## src/rtl/reorder_buffer.sv

```systemverilog
// Circular reorder buffer: allocates entries in program order, collects
// ALU/LSB results, presents the oldest completed entry to the commit
// decoder, and flushes everything on a branch clear.
module reorder_buffer #(
    parameter int ROB_SIZE   = 16,
    parameter int ROB_W      = 4,
    parameter int INSTR_ID_W = 6,
    parameter int ADDR_W     = 32,
    parameter int DATA_W     = 32
) (
    input  logic                  clk_in,
    input  logic                  rst_n_in,
    input  logic                  rdy_in,
    input  logic                  dispatch_en_in,
    input  logic [INSTR_ID_W-1:0] dispatch_instr_id_in,
    input  logic [4:0]            dispatch_rd_in,
    output logic [ROB_W-1:0]      dispatch_tag_out,
    output logic                  rob_full_out,
    input  logic                  alu_en_in,
    input  logic [ROB_W-1:0]      alu_tag_in,
    input  logic [DATA_W-1:0]     alu_value_in,
    input  logic                  alu_jump_en_in,
    input  logic [ADDR_W-1:0]     alu_jump_a_in,
    input  logic                  lsb_en_in,
    input  logic [ROB_W-1:0]      lsb_tag_in,
    input  logic [DATA_W-1:0]     lsb_value_in,
    output logic                  rob_to_commit_en_out,
    output logic [INSTR_ID_W-1:0] commit_instr_id_out,
    output logic                  commit_jump_en_out,
    output logic [ADDR_W-1:0]     commit_jump_a_out,
    output logic [4:0]            commit_rd_out,
    output logic [DATA_W-1:0]     commit_value_out,
    output logic [ROB_W-1:0]      commit_tag_out,
    input  logic                  clear_branch_in
);

    typedef struct packed {
        logic                  valid;
        logic                  ready;
        logic [INSTR_ID_W-1:0] instr_id;
        logic [4:0]            rd;
        logic [DATA_W-1:0]     value;
        logic                  jump_en;
        logic [ADDR_W-1:0]     jump_a;
    } entry_t;

    entry_t           entries_q [ROB_SIZE];
    entry_t           entries_d [ROB_SIZE];
    logic [ROB_W-1:0] head_q, head_d;
    logic [ROB_W-1:0] tail_q, tail_d;
    logic [ROB_W:0]   count_q, count_d;

    logic commit_en;
    logic dispatch_ok;

    // Head entry is offered for commit only when it is both allocated and complete.
    always_comb begin
        commit_en            = rdy_in & entries_q[head_q].valid & entries_q[head_q].ready;
        rob_to_commit_en_out = commit_en;
        commit_instr_id_out  = '0;
        commit_jump_en_out   = 1'b0;
        commit_jump_a_out    = '0;
        commit_rd_out        = '0;
        commit_value_out     = '0;
        commit_tag_out       = '0;
        if (commit_en) begin
            commit_instr_id_out = entries_q[head_q].instr_id;
            commit_jump_en_out  = entries_q[head_q].jump_en;
            commit_jump_a_out   = entries_q[head_q].jump_a;
            commit_rd_out       = entries_q[head_q].rd;
            commit_value_out    = entries_q[head_q].value;
            commit_tag_out      = head_q;
        end
    end

    assign rob_full_out     = (count_q == (ROB_W+1)'(ROB_SIZE));
    assign dispatch_tag_out = tail_q;
    assign dispatch_ok      = rdy_in & dispatch_en_in & ~rob_full_out;

    // Next state: writebacks first (ALU after LSB so it wins a tag clash),
    // then retire, then dispatch. A full buffer never dispatches, so the
    // retiring head and the dispatch slot cannot alias.
    always_comb begin
        entries_d = entries_q;
        head_d    = head_q;
        tail_d    = tail_q;
        count_d   = count_q;
        if (rdy_in) begin
            if (clear_branch_in) begin
                for (int i = 0; i < ROB_SIZE; i++) begin
                    entries_d[i].valid = 1'b0;
                    entries_d[i].ready = 1'b0;
                end
                head_d  = '0;
                tail_d  = '0;
                count_d = '0;
            end else begin
                if (lsb_en_in && entries_q[lsb_tag_in].valid) begin
                    entries_d[lsb_tag_in].ready   = 1'b1;
                    entries_d[lsb_tag_in].value   = lsb_value_in;
                    entries_d[lsb_tag_in].jump_en = 1'b0;
                    entries_d[lsb_tag_in].jump_a  = '0;
                end
                if (alu_en_in && entries_q[alu_tag_in].valid) begin
                    entries_d[alu_tag_in].ready   = 1'b1;
                    entries_d[alu_tag_in].value   = alu_value_in;
                    entries_d[alu_tag_in].jump_en = alu_jump_en_in;
                    entries_d[alu_tag_in].jump_a  = alu_jump_a_in;
                end
                if (commit_en) begin
                    entries_d[head_q].valid = 1'b0;
                    entries_d[head_q].ready = 1'b0;
                    head_d                  = head_q + ROB_W'(1);
                end
                if (dispatch_ok) begin
                    entries_d[tail_q].valid    = 1'b1;
                    entries_d[tail_q].ready    = 1'b0;
                    entries_d[tail_q].instr_id = dispatch_instr_id_in;
                    entries_d[tail_q].rd       = dispatch_rd_in;
                    entries_d[tail_q].value    = '0;
                    entries_d[tail_q].jump_en  = 1'b0;
                    entries_d[tail_q].jump_a   = '0;
                    tail_d                     = tail_q + ROB_W'(1);
                end
                count_d = count_q + (ROB_W+1)'(dispatch_ok) - (ROB_W+1)'(commit_en);
            end
        end
    end

    // State registers with asynchronous clear.
    always_ff @(posedge clk_in or negedge rst_n_in) begin
        if (!rst_n_in) begin
            for (int i = 0; i < ROB_SIZE; i++) entries_q[i] <= '0;
            head_q  <= '0;
            tail_q  <= '0;
            count_q <= '0;
        end else begin
            for (int i = 0; i < ROB_SIZE; i++) entries_q[i] <= entries_d[i];
            head_q  <= head_d;
            tail_q  <= tail_d;
            count_q <= count_d;
        end
    end

endmodule

```

## config.mk

```make
export PLATFORM = sky130hd
export DESIGN_NAME = reorder_buffer
export DESIGN_NICKNAME = d
export VERILOG_FILES = /design/src/rtl/reorder_buffer.sv
export SDC_FILE = /design/constraint.sdc
export NUM_CORES = 2
export LEC_CHECK = 0
export ABC_CLOCK_PERIOD_IN_PS = 6050
export CAP_MARGIN = 10
export CORE_UTILIZATION = 40
export CTS_BUF_LIST = sky130_fd_sc_hd__clkbuf_4 sky130_fd_sc_hd__clkbuf_8
export DETAILED_ROUTE_END_ITERATION = 16
export GPL_ROUTABILITY_DRIVEN = 0
export PLACE_DENSITY = 0.67
export SLEW_MARGIN = 20
export SYNTH_ARGS = -nofsm -noshare
export SYNTH_HDL_FRONTEND = slang
export SYNTH_SLANG_ARGS = --single-unit
```

## constraint.sdc

```tcl
create_clock -name clk_in -period 6.05 [get_ports clk_in]
set_input_delay 1.21 -clock clk_in [delete_from_list [all_inputs] [get_ports clk_in]]
set_output_delay 1.21 -clock clk_in [all_outputs]
set_load 0.01 [all_outputs]
```

==> impl_metrics.tcl <==
set metrics [dict create \
    outcome "complete, no violations" \
    final.period_utilization_pct 94.9 \
    pin_count_of_the_biggest_net_entering_global_routing 220 \
    dp.final_hpwl_um 149000 \
    grt_util_all_layers_pct 29.9 \
    total_instance_count_after_detailed_placement 8174 \
    netlist_instances 6296 \
    beginning_of_the_critical_path "head_q[0]" \
    rsz_0062_raised_after_global_routing "no" \
    met1_layer_usage_reported_by_global_route_pct 36.5 \
    drcViolationCount 0 \
    fmax_ghz 0.174 \
    die_width_um 416 \
    postSynthNetCount 6434 \
    cts-htree-levels 4 \
    grtUsageMet3_pct 9.72 \
    tmin_final_ps 5740 \
    worst_skew_pair.late_latency_ps 1010 \
    synth_largest_type_area_fraction_pct 46.1 \
    yosys-top-cells-area "sky130_fd_sc_hd__dfrtp_1, sky130_fd_sc_hd__mux4_2, sky130_fd_sc_hd__a22o_1" \
    drt_first_iter_violations 7240 \
    worst_hold_slack_ps 240 \
    cts.hold.buffers_added 0 \
    first_global_vias 58300 \
    grt_most_used_layer "met2" \
    final_core_utilization_pct 45.6 \
    route.detailed.vias_per_inst 6.80 \
    worst_slew_pin_slew_ps 1280 \
    synth_top_cell_by_area "sky130_fd_sc_hd__dfrtp_1" \
    via_count 58300 \
    maxSlewViolCount 0 \
    final_critical_path_setup_slack_ps 311 \
    critical_path.reg2reg.startpoint "head_q[0]" \
    tritoncts "yes" \
    synth-warning-count 0 \
    postSynth.topFlopCell "sky130_fd_sc_hd__dfrtp_1" \
    arrival_ps 4530 \
    worst-r2r-cell-count 15 \
    worstPathRequired_ps 4840 \
    portBuffers 208 \
    rows 151 \
    first_pass_grt_wire_length_um 388000 \
    root_buffer "sky130_fd_sc_hd__clkbuf_8" \
    worst-setup-path-type "reg -> out" \
    cts_repair_resize_count 0 \
    cts_num_sinks 1261 \
    power.ir.vdd_worst_uv 249 \
    postCtsSetupRepairBufs 0 \
    critPathCaptureType "output port" \
    worst_setup_hold_path_clk_slew_ps 60 \
    initial_antenna_violation_count 28 \
    crit_path_start_kind "register" \
    cts_made_buffers 210 \
    die_y_um 416 \
    globalRouteOverflowTotal 0 \
    dp_worst_setup_slack_ps 1180 \
    grt_util_met2_pct 44.2 \
    drv.max_cap_violation_count 0 \
    coreArea_um2 170000 \
    synth.yosys.seq_area_share_pct 46.1 \
    synth_enable_flop_cells 0 \
    async_reset_ff_share_pct 100 \
    finalWirelength_um 264000 \
    hp-class "in -> async" \
    floorplan.initialDensity_pct 40.3 \
    slew-limit-headroom_pct 15.0 \
    ioPinCount 209 \
    wl_per_cell_um 30.7 \
    avgSynthCellArea_um2 10.9 \
    drt.antenna.violating_nets 0 \
    synth_most_common_cell "sky130_fd_sc_hd__dfrtp_1" \
    finClkSkew_ps 53.3 \
    netlist_area_um2 68400 \
    timing.setup.tns_ps 0 \
    regToRegEndpoint "count_q[4]" \
    floorplan.die_area_um2 173000 \
    stdcell_count 8570 \
    power.density_cell_area_nw_per_um2 280 \
    worst-path-max-fanout 55 \
    clock_tree.buffer_depth 3 \
    nets 6307 \
    drive_gt1_share_pct 19.4 \
    synth_seq_cells 1261 \
    setup_viol_count_final 0 \
    finalHoldViolations 0 \
    total_leakage_power_nw 35.5 \
    yosys-top-cells-count "sky130_fd_sc_hd__dfrtp_1, sky130_fd_sc_hd__nand2_1, sky130_fd_sc_hd__a22o_1, sky130_fd_sc_hd__a21o_1, sky130_fd_sc_hd__nor2_1" \
    area_growth_pct 13.0 \
    synth_cell_types 69 \
    reg2reg_setup_slack_ps 1220 \
    detail_route.first_pass.iterations 8 \
]
==> placed cells by master (no fill, tap or decap), types with 30 or more instances in the layout <==
master / instances
sky130_fd_sc_hd__o32a_1: 32
sky130_fd_sc_hd__nor2_1: 478
sky130_fd_sc_hd__dfrtp_1: 1258
sky130_fd_sc_hd__nand2b_1: 35
sky130_fd_sc_hd__a221oi_1: 161
sky130_fd_sc_hd__inv_1: 62
sky130_fd_sc_hd__a21boi_0: 64
sky130_fd_sc_hd__clkbuf_4: 67
sky130_fd_sc_hd__buf_4: 141
sky130_fd_sc_hd__nand2_1: 1024
sky130_fd_sc_hd__o221ai_1: 32
sky130_fd_sc_hd__a22o_1: 530
sky130_fd_sc_hd__a311oi_1: 320
sky130_fd_sc_hd__mux4_2: 389
sky130_fd_sc_hd__clkbuf_8: 260
sky130_fd_sc_hd__a21o_1: 517
sky130_fd_sc_hd__nor2b_1: 145
sky130_fd_sc_hd__clkdlybuf4s50_1: 205
sky130_fd_sc_hd__mux2_2: 177
sky130_fd_sc_hd__buf_12: 30
sky130_fd_sc_hd__a21oi_1: 89
==> cell type report <==
class / count / area [µm²]
fillers: 15300 / 92300
multi-input cells: 4255 / 34300
flip-flops and latches: 1261 / 31600
clock buffers: 327 / 4080
repair buffers: 378 / 3720
well taps: 2218 / 2780
clock inverters: 50 / 586
inverters: 63 / 241
diodes: 18 / 45.0
==> power by group <==
part | internal, mW | total, mW | switching [mW]
registers | 8.86 | 9.30 | 0.443
clock network | 4.67 | 8.49 | 3.82
logic | 1.58 | 3.84 | 2.26
total | 15.1 | 21.6 | 6.52
==> logic make-up (layout without fill, tap and decap cells) <==
group	after synthesis	after routing	share of synthesized area, %
AOI/OAI and AO/OA	1857	1857	22.0
xor gates and xnor gates	2	2	0.0256
muxes	572	572	15.8
DFF	1261	1261	46.1
other	0	18	0
buffers and inverters	780	818	4.72
and+or+nand+nor	1809	1809	11.0
adders and majority gates	15	15	0.285
==> metrics by stage <==
step	total power, mW	instance area, µm²
global placement	13.1	72600
finish	21.6	77300
detailed placement	13.2	72600
global route	22.3	77300
CTS	21.6	77200
floorplan	11.8	68400
==> sequential cells by signal, summed over array words and instances, names as in the netlist <==
register          cells
entries_q          1248
count_q               5
dispatch_tag_out      4
head_q                4
==> worst max-delay path by stage <==
stage	end	slack [ps]
3_5_place_dp	entries_q[959]	1180
2_1_floorplan	count_q[4]	2110
3_3_place_gp	entries_q[945]	1250
4_1_cts	rob_to_commit_en_out	300
6_report	rob_to_commit_en_out	310
5_1_grt	commit_jump_a_out[8]	190
==> metal layers <==
layer,vias up,routed length (µm)
li1,23300,-
met1,29300,94400
met2,4396,116000
met3,1354,31200
met4,22,21900
met5,-,134
==> critical path, stage by stage (launching register included) <==
cell and delay (ps):
sky130_fd_sc_hd__dfrtp_4 1050, sky130_fd_sc_hd__mux4_2 650, sky130_fd_sc_hd__o22a_1 240, sky130_fd_sc_hd__nand4_1 120, sky130_fd_sc_hd__buf_4 550, sky130_fd_sc_hd__inv_1 250
sky130_fd_sc_hd__clkdlybuf4s50_1 600
(Power assumes the default switching activity.)
